$ cat src/rtl/sam_pkg.sv
// Shared definitions for the SAM single-accumulator core: opcodes, FSM states,
// bus direction encoding and ALU operation select.
package sam_pkg;

    localparam logic [1:0] OP_LOAD  = 2'b00;
    localparam logic [1:0] OP_STORE = 2'b01;
    localparam logic [1:0] OP_ADD   = 2'b10;
    localparam logic [1:0] OP_BRN   = 2'b11;

    localparam logic RW_READ  = 1'b1;
    localparam logic RW_WRITE = 1'b0;

    typedef enum logic [2:0] {
        FETCH,
        DECODE,
        MEM_RD,
        MEM_WR,
        EXEC
    } state_e;

    typedef enum logic [1:0] {
        ALU_PASS,
        ALU_ADD,
        ALU_SUB
    } alu_op_e;

endpackage

$ cat src/rtl/sam_if.sv
// Memory-side req/wait handshake bundle. The core drives it through the
// master modport; the memory model answers through the slave modport.
interface sam_if #(
    parameter int DATA_W = 16,
    parameter int ADDR_W = 16
);
    logic [ADDR_W-1:0] mem_addr;
    logic              mem_req;
    logic              mem_rw;
    logic [DATA_W-1:0] mem_wdata;
    logic [DATA_W-1:0] mem_rdata;
    logic              mem_wait;

    modport master (
        output mem_addr, mem_req, mem_rw, mem_wdata,
        input  mem_rdata, mem_wait
    );

    modport slave (
        input  mem_addr, mem_req, mem_rw, mem_wdata,
        output mem_rdata, mem_wait
    );
endinterface

$ cat src/rtl/sam_alu.sv
// Combinational accumulator ALU: pass-B, add or subtract, with a signed
// overflow indication for the arithmetic operations.
module sam_alu
    import sam_pkg::*;
#(
    parameter int DATA_W = 16
) (
    input  alu_op_e           op,
    input  logic [DATA_W-1:0] a,
    input  logic [DATA_W-1:0] b,
    output logic [DATA_W-1:0] y,
    output logic              ovf
);
    always_comb begin
        y   = b;
        ovf = 1'b0;
        case (op)
            ALU_ADD: begin
                y   = a + b;
                ovf = (a[DATA_W-1] == b[DATA_W-1]) && (y[DATA_W-1] != a[DATA_W-1]);
            end
            ALU_SUB: begin
                y   = a - b;
                ovf = (a[DATA_W-1] != b[DATA_W-1]) && (y[DATA_W-1] != a[DATA_W-1]);
            end
            default: ;
        endcase
    end
endmodule

$ cat src/rtl/sam_core.sv
// SAM accumulator core: fetch/decode/memory/execute microsequencer over a
// req/wait memory port. Define SAM_SUB_EN to turn ADD with operand MSB set into SUB.
module sam_core
    import sam_pkg::*;
#(
    parameter int DATA_W   = 16,
    parameter int ADDR_W   = 16,
    parameter int PC_STEP  = 2,
    parameter int RESET_PC = 0
) (
    input  logic              clk,
    input  logic              reset,
    sam_if.master             mem,
    output logic [ADDR_W-1:0] pc_o,
    output logic [DATA_W-1:0] ac_o,
    output logic              ovf_o
);
    localparam int OPD_W = DATA_W - 2;
    localparam logic [ADDR_W-1:0] PC_INC = ADDR_W'(PC_STEP);
    localparam logic [ADDR_W-1:0] PC_RST = ADDR_W'(RESET_PC);

    state_e            state_q, state_d;
    logic [ADDR_W-1:0] pc_q, pc_d, mar_q, mar_d;
    logic [DATA_W-1:0] ac_q, ac_d, ir_q, ir_d, mbr_q, mbr_d;
    logic              ovf_q, ovf_d;

    logic [1:0]        opcode;
    logic              sub_sel;
    logic [OPD_W-1:0]  opd_raw, opd_eff;
    logic [ADDR_W-1:0] opd_addr, brn_addr;
    alu_op_e           alu_op;
    logic [DATA_W-1:0] alu_y;
    logic              alu_ovf;

    assign opcode  = ir_q[DATA_W-1 -: 2];
    assign opd_raw = ir_q[OPD_W-1:0];

`ifdef SAM_SUB_EN
    // Operand MSB doubles as the subtract selector and is not part of the address.
    assign sub_sel = (opcode == OP_ADD) && ir_q[OPD_W-1];
    assign opd_eff = sub_sel ? {1'b0, opd_raw[OPD_W-2:0]} : opd_raw;
`else
    assign sub_sel = 1'b0;
    assign opd_eff = opd_raw;
`endif

    if (OPD_W >= ADDR_W) begin : g_trunc
        assign opd_addr = opd_eff[ADDR_W-1:0];
        assign brn_addr = opd_raw[ADDR_W-1:0];
    end else begin : g_ext
        assign opd_addr = {{(ADDR_W-OPD_W){1'b0}}, opd_eff};
        assign brn_addr = {{(ADDR_W-OPD_W){1'b0}}, opd_raw};
    end

    always_comb begin
        alu_op = ALU_PASS;
        if (opcode == OP_ADD) alu_op = sub_sel ? ALU_SUB : ALU_ADD;
    end

    sam_alu #(.DATA_W(DATA_W)) u_alu (
        .op  (alu_op),
        .a   (ac_q),
        .b   (mbr_q),
        .y   (alu_y),
        .ovf (alu_ovf)
    );

    always_comb begin
        state_d = state_q;
        pc_d    = pc_q;
        ac_d    = ac_q;
        ir_d    = ir_q;
        mar_d   = mar_q;
        mbr_d   = mbr_q;
        ovf_d   = ovf_q;
        case (state_q)
            FETCH: if (!mem.mem_wait) begin
                ir_d    = mem.mem_rdata;
                pc_d    = pc_q + PC_INC;
                state_d = DECODE;
            end
            DECODE: begin
                mar_d = opd_addr;
                case (opcode)
                    OP_LOAD, OP_ADD: state_d = MEM_RD;
                    OP_STORE:        state_d = MEM_WR;
                    default: begin
                        if (ac_q[DATA_W-1]) pc_d = brn_addr;
                        state_d = FETCH;
                    end
                endcase
            end
            MEM_RD: if (!mem.mem_wait) begin
                mbr_d   = mem.mem_rdata;
                state_d = EXEC;
            end
            MEM_WR: if (!mem.mem_wait) state_d = FETCH;
            EXEC: begin
                ac_d    = alu_y;
                ovf_d   = ovf_q | (alu_op != ALU_PASS && alu_ovf);
                state_d = FETCH;
            end
            default: state_d = FETCH;
        endcase
    end

    always_ff @(posedge clk or posedge reset) begin
        if (reset) begin
            state_q <= FETCH;
            pc_q    <= PC_RST;
            ac_q    <= '0;
            ir_q    <= '0;
            mar_q   <= '0;
            mbr_q   <= '0;
            ovf_q   <= 1'b0;
        end else begin
            state_q <= state_d;
            pc_q    <= pc_d;
            ac_q    <= ac_d;
            ir_q    <= ir_d;
            mar_q   <= mar_d;
            mbr_q   <= mbr_d;
            ovf_q   <= ovf_d;
        end
    end

    // Bus outputs depend only on state registers, so they hold while mem_wait=1.
    always_comb begin
        mem.mem_req   = (state_q == FETCH) || (state_q == MEM_RD) || (state_q == MEM_WR);
        mem.mem_rw    = (state_q == MEM_WR) ? RW_WRITE : RW_READ;
        mem.mem_addr  = (state_q == MEM_RD || state_q == MEM_WR) ? mar_q : pc_q;
        mem.mem_wdata = (state_q == MEM_WR) ? ac_q : '0;
    end

    assign pc_o  = pc_q;
    assign ac_o  = ac_q;
    assign ovf_o = ovf_q;
endmodule

$ cat src/flat_wrapper.sv
// flat-port wrapper written by rule: the top's interface ports become plain ports
module sam_core_flat import sam_pkg::*;
#(
    parameter int DATA_W   = 16,
    parameter int ADDR_W   = 16,
    parameter int PC_STEP  = 2,
    parameter int RESET_PC = 0
)
  (clk, reset, pc_o, ac_o, ovf_o, mem_mem_addr, mem_mem_req, mem_mem_rw, mem_mem_wdata, mem_mem_rdata, mem_mem_wait);
  sam_if #(.DATA_W(DATA_W), .ADDR_W(ADDR_W)) mem_i ();
  input  logic clk;
  input  logic reset;
  output logic [ADDR_W-1:0] pc_o;
  output logic [DATA_W-1:0] ac_o;
  output logic ovf_o;
  output wire logic [$bits(mem_i.mem_addr)-1:0] mem_mem_addr;
  output wire logic [$bits(mem_i.mem_req)-1:0] mem_mem_req;
  output wire logic [$bits(mem_i.mem_rw)-1:0] mem_mem_rw;
  output wire logic [$bits(mem_i.mem_wdata)-1:0] mem_mem_wdata;
  input wire logic [$bits(mem_i.mem_rdata)-1:0] mem_mem_rdata;
  input wire logic [$bits(mem_i.mem_wait)-1:0] mem_mem_wait;
  assign mem_mem_addr = mem_i.mem_addr;
  assign mem_mem_req = mem_i.mem_req;
  assign mem_mem_rw = mem_i.mem_rw;
  assign mem_mem_wdata = mem_i.mem_wdata;
  assign mem_i.mem_rdata = mem_mem_rdata;
  assign mem_i.mem_wait = mem_mem_wait;
  sam_core #(.DATA_W(DATA_W), .ADDR_W(ADDR_W), .PC_STEP(PC_STEP), .RESET_PC(RESET_PC)) u_core (.clk(clk), .reset(reset), .mem(mem_i), .pc_o(pc_o), .ac_o(ac_o), .ovf_o(ovf_o));
endmodule
$ cat config.mk
export PLATFORM = sky130hd
export DESIGN_NAME = sam_core_flat
export DESIGN_NICKNAME = d
export VERILOG_FILES = /design/src/rtl/sam_pkg.sv /design/src/rtl/sam_if.sv /design/src/rtl/sam_alu.sv /design/src/rtl/sam_core.sv /design/src/flat_wrapper.sv
export SDC_FILE = /design/constraint.sdc
export NUM_CORES = 1
export LEC_CHECK = 0
export BUFFER_PORTS_ARGS = -buffer_cell sky130_fd_sc_hd__buf_2
export CELL_PAD_IN_SITES_DETAIL_PLACEMENT = 0
export CELL_PAD_IN_SITES_GLOBAL_PLACEMENT = 1
export CORE_UTILIZATION = 39
export DETAILED_ROUTE_END_ITERATION = 8
export GPL_ROUTABILITY_DRIVEN = 0
export PLACE_DENSITY = 0.75
export SLEW_MARGIN = 20
export SYNTH_ARGS = -nofsm -noshare
export SYNTH_HDL_FRONTEND = slang
export SYNTH_SLANG_ARGS = --single-unit
$ cat constraint.sdc
create_clock -name clk -period 4.06 [get_ports clk]
set_clock_uncertainty 0.15 [all_clocks]
set_input_delay 0.609 -clock clk [delete_from_list [all_inputs] [get_ports clk]]
set_output_delay 0.609 -clock clk [all_outputs]
set_load 0.05 [all_outputs]
==> run_results.csv, run 1 <==
group,metric,value,unit
global_route,grt-ovfl-total,0,
clocking,cts.sinks,82,
clocking,cts_htree_levels,3,
sta,setup_viol,0,
synthesis,seq_area_frac_synth,45.1,%
synthesis,ys.warnings.count,0,
critical_path,crit_type,"flop to flop",
routing,num_vias,3783,
floorplanning,std_cell_rows,39,
floorplanning,fp.dieArea,12100,um^2
sta,setup-tns-final,0,ns
sta,worst_slack,1.18,ns
critical_path,required,4.13,ns
critical_path,crit_top_cell,"nand2_1",
critical_path,reg2reg_slack,1.18,ns
routing,routedWlPerCell,16.2,um
sta,whs,0.0905,ns
sta,drv_slew,0,
routing,ant_nets,0,
synthesis,yosys.area.top_type_share,45.1,%
cells_and_area,fin_area,5410,um^2
critical_path,cp.depth,5,
global_route,antenna_found_initial,0,
floorplanning,io_pins,86,
floorplanning,die_y,110,um
clocking,post_cts_resized,0,
sta,worstMarginPinSlew,1.03,ns
clocking,cts_buffer_depth,2,
place,portBuffers,85,
cells_and_area,drive_above_1_share,29.2,%
floorplanning,die_x,110,um
clocking,cts_buffers,9,
synthesis,synth_area_leader_cell,"dfrtp_1",
synthesis,synth_cell_types,52,
routing,first_pass_iters,4,
place,pre_cts_ws,1.16,ns
cells_and_area,antennaDiodeCount,0,
synthesis,syn_inst,478,
critical_path,start_kind,"flop",
global_route,track_usage,20.4,%
synthesis,syn_area,4550,um^2
synthesis,synth.area.top_cells,"dfrtp_1 45%, mux2_2 11%, nand2_1 6.8%",
critical_path,crit_path_top_delay_cell,"dfrtp_1",
clocking,clk_pin_slew,0.07,ns
synthesis,ys_seq_elements,82,
routing,drt_iter0_drc,186,
synthesis,synth_edf_count,0,
clocking,clk_latency,0.34,ns
sta,rsz0062_at_grt,"no",
synthesis,synth_common_cells,"83 x nand2_1, 82 x dfrtp_1, 44 x mux2_2",
synthesis,avgSynthCellArea,9.52,um^2
synthesis,synth_flop_cell,"dfrtp_1",
critical_path,cp_top_family,"simple AND/OR/NAND/NOR gates",
global_route,grt_pass1_wl,18600,um
sta,period_minus_slack,2.88,ns
outcome,status,"finished clean",
floorplanning,initial_core_util,39.9,%
cells_and_area,nNetsFinal,589,
clocking,holdBufCountCts,0,
synthesis,yosysMostFrequentCell,"nand2_1",
place,hpwl,8110,um
clocking,post_cts_buffers,0,
place,placed_area,5080,um^2
floorplanning,core,11400,um^2
critical_path,path_max_fanout,24,
cells_and_area,syn2layout_area_growth,18.8,%
critical_path,critPathMaxStageDelay,0.84,ns
global_route,grt_max_degree,61,
sta,final-hold-violation-count,0,
routing,drc_errors,0,
clocking,cts_tree,"built",
global_route,grt_pass1_vias,3624,
synthesis,ys_async_sr_fraction,100,%
critical_path,end_kind,"flop",
sta,fmaxAchievable,0.347,GHz
routing,vias_per_cell,5.40,
sta,period_share,70.9,%
routing,routed_wl,11400,um
critical_path,reg2reg_depth,5,
worst_hold_path,hold_class,"input port to asynchronous set/reset pin",
run,cap_viol_max_count,0,
sta,slew_headroom,31.2,%
clocking,clockRootBuffer,"clkbuf_16",
critical_path,cp.buffers_inverters,0,
critical_path,worstPathCellList,"nand2_1, o22ai_1, nand2_1, nor2_2, mux2_2",
synthesis,syn_nets,514,
critical_path,cp.arrival,2.95,ns
[cell usage in the layout (no fill, tap or decap), types with 2 or more instances in the layout]
master,instances
a211oi_1,4
a21o_1,7
a21oi_1,36
a22o_1,4
a31oi_1,9
and2_1,4
and3_1,22
and4_1,2
buf_2,85
buf_4,4
clkbuf_16,9
clkinvlp_4,2
dfrtp_1,82
ha_1,16
inv_1,5
inv_6,2
mux2_2,44
mux2i_1,2
nand2_1,83
nand2b_1,2
nand3_1,7
nor2_1,27
nor2_2,2
nor2b_1,6
nor3_1,6
o21a_1,3
o21ai_0,35
o21ai_1,2
o21bai_1,3
o22a_1,2
o22ai_1,4
o31a_1,3
or2_2,2
or3_1,2
xnor2_1,4
xor2_1,4
[flip-flops by register name, summed over array words and instances, names as in the netlist]
name	cells
u_core.state_q	3
u_core.mar_q	14
u_core.ir_q	16
u_core.ovf_o	1
u_core.mbr_q	16
u_core.pc_o	16
u_core.ac_o	16
[worst reg2reg max path: cells and delay by family (launching register included)]
kind,cells,cell delay [ns]
AO/OA/AOI/OAI,1,0.17
flip-flops,1,0.84
AND/OR/NAND/NOR,3,1.19
multiplexers,1,0.42
[area by class of cell]
class                   count  area [um^2]
clock buffers              10          239
clock inverters             6         71.3
fillers                  1094         6010
inverters                   6         23.8
multi-input cells         364         2370
flip-flops and latches     82         2050
well taps                 143          179
repair buffers             90          467
[routing by layer]
metal	global-route usage [%]	part of all wire (%)	vias to the layer above
met3	3.70	4.4	13
met1	28.8	47	1818
met5	0	0	-
li1	-	-	1860
met2	31.2	47	92
met4	7.43	1.5	0
[kinds of logic (layout without fill, tap and decap cells)]
kind of cell             count (synthesis)  count (layout)  share of synthesized area (%)
buffers and inverters                   32             112                           2.80
AND/OR/NAND/NOR                        169             169                           17.2
AO/OA/AOI/OAI                          123             123                           16.9
adder cells (fa/ha/maj)                 17              17                           4.84
multiplexers                            47              47                           11.6
flip-flops                              82              82                           45.1
XOR/XNOR                                 8               8                           1.54
[metrics by stage]
stage / utilization [%] / cells
floorplan: - / 478
CTS: 47.2 / 700
global placement: 44.5 / 684
finish: 47.3 / 701
detailed placement: 44.5 / 684
global route: 47.3 / 701
[worst paths after layout]
path / from / endpoint
max reg2reg: u_core.state_q[0]$_DFFE_PP0P_ / u_core.ir_q[4]$_DFFE_PP0P_
max: u_core.state_q[0]$_DFFE_PP0P_ / u_core.ir_q[4]$_DFFE_PP0P_
min reg2reg: u_core.ovf_o$_DFFE_PP0N_ / u_core.ovf_o$_DFFE_PP0N_
max in group asynchronous: reset / u_core.ac_o[2]$_DFFE_PP0N_
min: reset / u_core.mar_q[5]$_DFFE_PP0P_
min in group clk: u_core.ovf_o$_DFFE_PP0N_ / u_core.ovf_o$_DFFE_PP0N_
Power of run 1 is left out: the tool's default activity adds up to more than one toggle a clock period on the data nets, which glitch-free logic cannot reach.
==> run 2: changes to the inputs <==
==> constraint.sdc (replaced) <==
create_clock -name clk -period 2.9 [get_ports clk]
set_clock_uncertainty 0.15 [all_clocks]
set_input_delay 0.435 -clock clk [delete_from_list [all_inputs] [get_ports clk]]
set_output_delay 0.435 -clock clk [all_outputs]
set_load 0.05 [all_outputs]
==> run_results.csv, run 2 (synthesis gave the netlist of run 1 again) <==
group,metric,value,unit
cells_and_area,final_common_cell,"buf_2",
floorplanning,die_x,110,um
critical_path,end_kind,"flop",
critical_path,timing.rr.end,"u_core.ac_o[14]$_DFFE_PP0N_",
routing,drt_iter0_drc,166,
place,hpwl,8290,um
routing,first_pass_iters,4,
worst_hold_path,hold_class,"input port to asynchronous set/reset pin",
sta,slew_headroom,49.4,%
sta,period_minus_slack,2.59,ns
routing,routedWlPerCell,16.3,um
outcome,status,"finished clean",
clocking,cts_buffers,9,
floorplanning,std_cell_rows,39,
cells_and_area,fill_cells,1139,
cells_and_area,antennaDiodeCount,0,
clocking,clk_latency,0.34,ns
global_route,grt-ovfl-total,0,
sta,drv_slew,0,
cells_and_area,layout.cells.non_filler,707,
cells_and_area,syn2layout_area_growth,19.3,%
cells_and_area,multi_input_comb_area,2370,um^2
global_route,grt_pass1_vias,3602,
critical_path,critPathMaxStageDelay,0.39,ns
global_route,grt_max_degree,40,
place,dp_cells,692,
floorplanning,fp.dieArea,12100,um^2
critical_path,worstPathCellList,"ha_1, inv_1, fa_1, nor2b_1, o31a_1, o21ai_1, a211oi_1, o21a_1, nor3_1, o22a_1",
sta,final-hold-violation-count,0,
critical_path,reg2reg_slack,0.31,ns
critical_path,crit_type,"flop to flop",
clocking,holdBufCountCts,0,
critical_path,rr_startpoint,"u_core.ac_o[0]$_DFFE_PP0N_",
routing,vias_per_cell,5.43,
critical_path,required,2.97,ns
global_route,track_usage,20.4,%
critical_path,reg2reg_depth,10,
cells_and_area,seqCellArea,2050,um^2
place,portBuffers,85,
floorplanning,io_pins,86,
clocking,cts_tree,"built",
clocking,cts_htree_levels,3,
sta,rsz0062_at_grt,"no",
clocking,post_cts_resized,0,
clocking,post_cts_buffers,0,
critical_path,cp.arrival,2.67,ns
routing,ant_nets,0,
critical_path,start_kind,"flop",
sta,fmaxAchievable,0.386,GHz
cells_and_area,drive_above_1_share,29.6,%
floorplanning,initial_core_util,39.9,%
routing,routed_wl,11500,um
run,cap_viol_max_count,0,
critical_path,path_max_fanout,4,
global_route,antenna_found_initial,1,
critical_path,crit_path_top_delay_cell,"dfrtp_1",
floorplanning,die_y,110,um
sta,period_share,89.4,%
floorplanning,core,11400,um^2
clocking,clockRootBuffer,"clkbuf_16",
clocking,cts_buffer_depth,2,
sta,setup_viol,0,
cells_and_area,nNetsFinal,596,
clocking,clk_pin_slew,0.06,ns
cells_and_area,final_cell_mix,"85 x buf_2, 83 x nand2_1, 82 x dfrtp_1, 44 x mux2_2, 36 x a21oi_1",
global_route,grt_pass1_wl,18700,um
routing,drc_errors,0,
sta,worstMarginPinSlew,0.757,ns
clocking,cts.sinks,82,
sta,setup-tns-final,0,ns
routing,num_vias,3837,
## run 2: changes by cell type in the layout (fill, tap and decap cells not counted)
cell      delta
buf_6        -1
clkbuf_8     -1
inv_6        -2
clkbuf_1     +2
buf_4        +8
## run 2: final cells by class
| cell class | count | share of cell area (%) |
|---|---|---|
| Multi-Input combinational cell | 364 | 43.7 |
| Sequential cell | 82 | 37.8 |
| Timing Repair Buffer | 97 | 9.49 |
| Clock buffer | 11 | 4.29 |
| Tap cell | 143 | 3.29 |
| Clock inverter | 4 | 0.991 |
| Inverter | 6 | 0.438 |
## run 2: stage by stage
stage                     util [%]  setup WS, ns  area [um^2]  hold WS, ns
final                         47.6         0.308         5430       0.0199
after detailed placement      45.0         0.327         5140        0.307
after CTS                     47.6         0.310         5430       0.0503
after global routing          47.6        0.0585         5430       0.0764
after floorplan                  -         0.180         4550        0.290
after global placement        45.0         0.451         5140        0.305
## run 2: worst max-delay path by stage
stage | start | endpoint | slack, ns
global placement | u_core.ac_o[0]$_DFFE_PP0N_ | u_core.ac_o[14]$_DFFE_PP0N_ | 0.45
CTS | u_core.ac_o[0]$_DFFE_PP0N_ | u_core.ac_o[14]$_DFFE_PP0N_ | 0.31
detailed placement | u_core.ac_o[0]$_DFFE_PP0N_ | u_core.ac_o[14]$_DFFE_PP0N_ | 0.33
global route | u_core.ac_o[0]$_DFFE_PP0N_ | u_core.ac_o[12]$_DFFE_PP0N_ | 0.06
floorplan | u_core.state_q[2]$_DFFE_PP0P_ | mem_mem_wdata[1] | 0.18
finish | u_core.ac_o[0]$_DFFE_PP0N_ | u_core.ac_o[14]$_DFFE_PP0N_ | 0.31
## run 2: worst max-delay path, delay by kind of cell, from the launching register on
kind / cells / cell delay [ns]
compound gates: 5 / 1.01
flops: 1 / 0.39
simple gates: 2 / 0.25
fa+ha+maj: 2 / 0.61
buf+inv: 1 / 0.07
## run 2: routing by layer
| metal | global-route usage [%] | wire length, um | part of all wire [%] | vias to the layer above |
|---|---|---|---|---|
| met5 | 0 | 0 | 0 | - |
| met4 | 6.76 | 168 | 1.5 | 0 |
| met3 | 4.17 | 458 | 4.0 | 13 |
| met2 | 32.2 | 5490 | 48 | 75 |
| met1 | 27.9 | 5390 | 47 | 1882 |
| li1 | - | - | - | 1867 |
Power of run 2 is left out for the same reason.
==> run 3: changes to the inputs <==
--- a/config.mk
+++ b/config.mk
@@ -8,10 +8,12 @@
 export BUFFER_PORTS_ARGS = -buffer_cell sky130_fd_sc_hd__buf_2
 export CELL_PAD_IN_SITES_DETAIL_PLACEMENT = 0
 export CELL_PAD_IN_SITES_GLOBAL_PLACEMENT = 1
-export CORE_UTILIZATION = 39
+export CORE_UTILIZATION = 30
+export CTS_BUF_LIST = sky130_fd_sc_hd__clkbuf_4 sky130_fd_sc_hd__clkbuf_8
 export DETAILED_ROUTE_END_ITERATION = 8
 export GPL_ROUTABILITY_DRIVEN = 0
-export PLACE_DENSITY = 0.75
+export MAX_ROUTING_LAYER = met4
+export PLACE_DENSITY = 0.61
 export SLEW_MARGIN = 20
 export SYNTH_ARGS = -nofsm -noshare
 export SYNTH_HDL_FRONTEND = slang
==> run_results.csv, run 3 (synthesis gave the netlist of run 1 again) <==
group,metric,value,unit
global_route,grtUsageMet1,21.8,%
place,hpwl,8930,um
routing,drc_errors,6,
clocking,cts_buffer_depth,2,
clocking,cts.sinks,82,
sta,period_minus_slack,2.60,ns
critical_path,path_max_fanout,4,
sta,drv_slew,0,
floorplanning,initial_core_util,31.1,%
cells_and_area,final_common_cell,"buf_2",
floorplanning,std_cell_rows,44,
critical_path,worstPathCellList,"ha_1, inv_1, fa_1, nor2b_1, o31a_1, o21ai_1, a211oi_1, o21a_1, nor3_1, o22a_1",
clocking,cts_htree_levels,3,
floorplanning,fp.dieArea,15700,um^2
place,portBuffers,85,
critical_path,end_kind,"flop",
cells_and_area,nNetsFinal,599,
sta,final-hold-violation-count,0,
clocking,clk_pin_slew,0.09,ns
sta,slew_headroom,47.8,%
sta,whs,0.147,ns
clocking,clockRootBuffer,"clkbuf_8",
critical_path,cp.buffers_inverters,1,
routing,drt_iter0_drc,159,
clocking,post_cts_resized,0,
routing,vias_per_cell,4.99,
place,placed_area,5220,um^2
global_route,grt_max_degree,35,
cells_and_area,syn2layout_area_growth,19.5,%
run,cap_viol_max_count,0,
critical_path,cp_top_family,"compound AO/OA/AOI/OAI gates",
global_route,grt_pass1_vias,3770,
routing,num_vias,3756,
sta,rsz0062_at_grt,"no",
global_route,grt-ovfl-total,0,
cells_and_area,fin_area,5440,um^2
global_route,grt_pass1_wl,20300,um
routing,routedWlPerCell,16.3,um
critical_path,required,3.02,ns
routing,first_pass_iters,7,
place,dp_cells,735,
cells_and_area,drive_above_1_share,30.3,%
floorplanning,io_pins,86,
critical_path,crit_path_top_delay_cell,"dfrtp_1",
clocking,clk_latency,0.37,ns
sta,fmaxAchievable,0.384,GHz
sta,setup_viol,0,
global_route,grtUsageMet2,26.7,%
sta,worstMarginPinSlew,0.782,ns
cells_and_area,antennaDiodeCount,0,
global_route,gr-max-usage-layer,"met2",
clocking,post_cts_buffers,0,
cells_and_area,layout.cells.non_filler,752,
global_route,antenna_found_initial,0,
critical_path,cp.arrival,2.72,ns
floorplanning,die_y,125,um
outcome,failed_checks,"DRC",
critical_path,start_kind,"flop",
critical_path,crit_type,"flop to flop",
routing,ant_nets,0,
sta,period_share,89.8,%
outcome,status,"finished, violations left",
cells_and_area,final_cell_mix,"85 x buf_2, 83 x nand2_1, 82 x dfrtp_1, 44 x mux2_2, 36 x a21oi_1",
critical_path,critPathMaxStageDelay,0.40,ns
clocking,cts_tree,"built",
global_route,use_met3,2.74,%
floorplanning,core,14600,um^2
clocking,cts_buffers,9,
floorplanning,die_x,125,um
routing,routed_wl,12200,um
global_route,track_usage,17.0,%
worst_hold_path,hold_class,"input port to flop",
sta,setup-tns-final,0,ns
-- run 3: layer usage --
metal	part of all wire, %	up-vias
met3	2.3	13
met1	48	1809
met4	1.7	0
met5	0	-
li1	-	1876
met2	48	58
-- run 3: worst register-to-register path: cells and delay by family (launching register included) --
kind                     cells  cell delay (ns)
buffers and inverters        1             0.07
adder cells (fa/ha/maj)      2             0.59
AND/OR/NAND/NOR              2             0.25
flip-flops                   1             0.40
AO/OA/AOI/OAI                5             1.04
-- run 3: layout make-up --
class	instances	area [um^2]
Inverter	6	23.8
Fill cell	1533	9210
Timing Repair Buffer	100	553
Clock inverter	7	80.1
Tap cell	184	230
Sequential cell	82	2050
Multi-Input combinational cell	364	2370
Clock buffer	9	124
-- run 3: timing repair --
item / CTS / global route
endpoints found under the hold margin: 29 / 0
hold buffers: 1 / 0
setup endpoints to repair: 0 / 0
-- run 3: per-stage QoR --
stage / worst slack, ns / utilization [%]
3_3_place_gp: 0.427 / 35.7
2_1_floorplan: 0.180 / -
3_5_place_dp: 0.348 / 35.7
5_1_grt: 0.0562 / 37.1
6_report: 0.296 / 37.1
4_1_cts: 0.314 / 37.1
-- run 3: final timing paths --
check | start | end | slack [ns] | depth (start not counted)
worst max register to register | u_core.ac_o[0]$_DFFE_PP0N_ | u_core.ac_o[14]$_DFFE_PP0N_ | 0.30 | 10
worst max-delay path | u_core.ac_o[0]$_DFFE_PP0N_ | u_core.ac_o[14]$_DFFE_PP0N_ | 0.30 | 10
worst min register to register | u_core.mar_q[1]$_DFFE_PP0P_ | u_core.mar_q[1]$_DFFE_PP0P_ | 0.33 | 2
min in group asynchronous | reset | u_core.mar_q[12]$_DFFE_PP0P_ | 0.50 | 3
max in group asynchronous | reset | u_core.ac_o[3]$_DFFE_PP0N_ | 1.41 | 4
worst min-delay path | mem_mem_rdata[1] | u_core.mbr_q[1]$_DFFE_PP0P_ | 0.15 | 3
Power of run 3 is left out for the same reason.
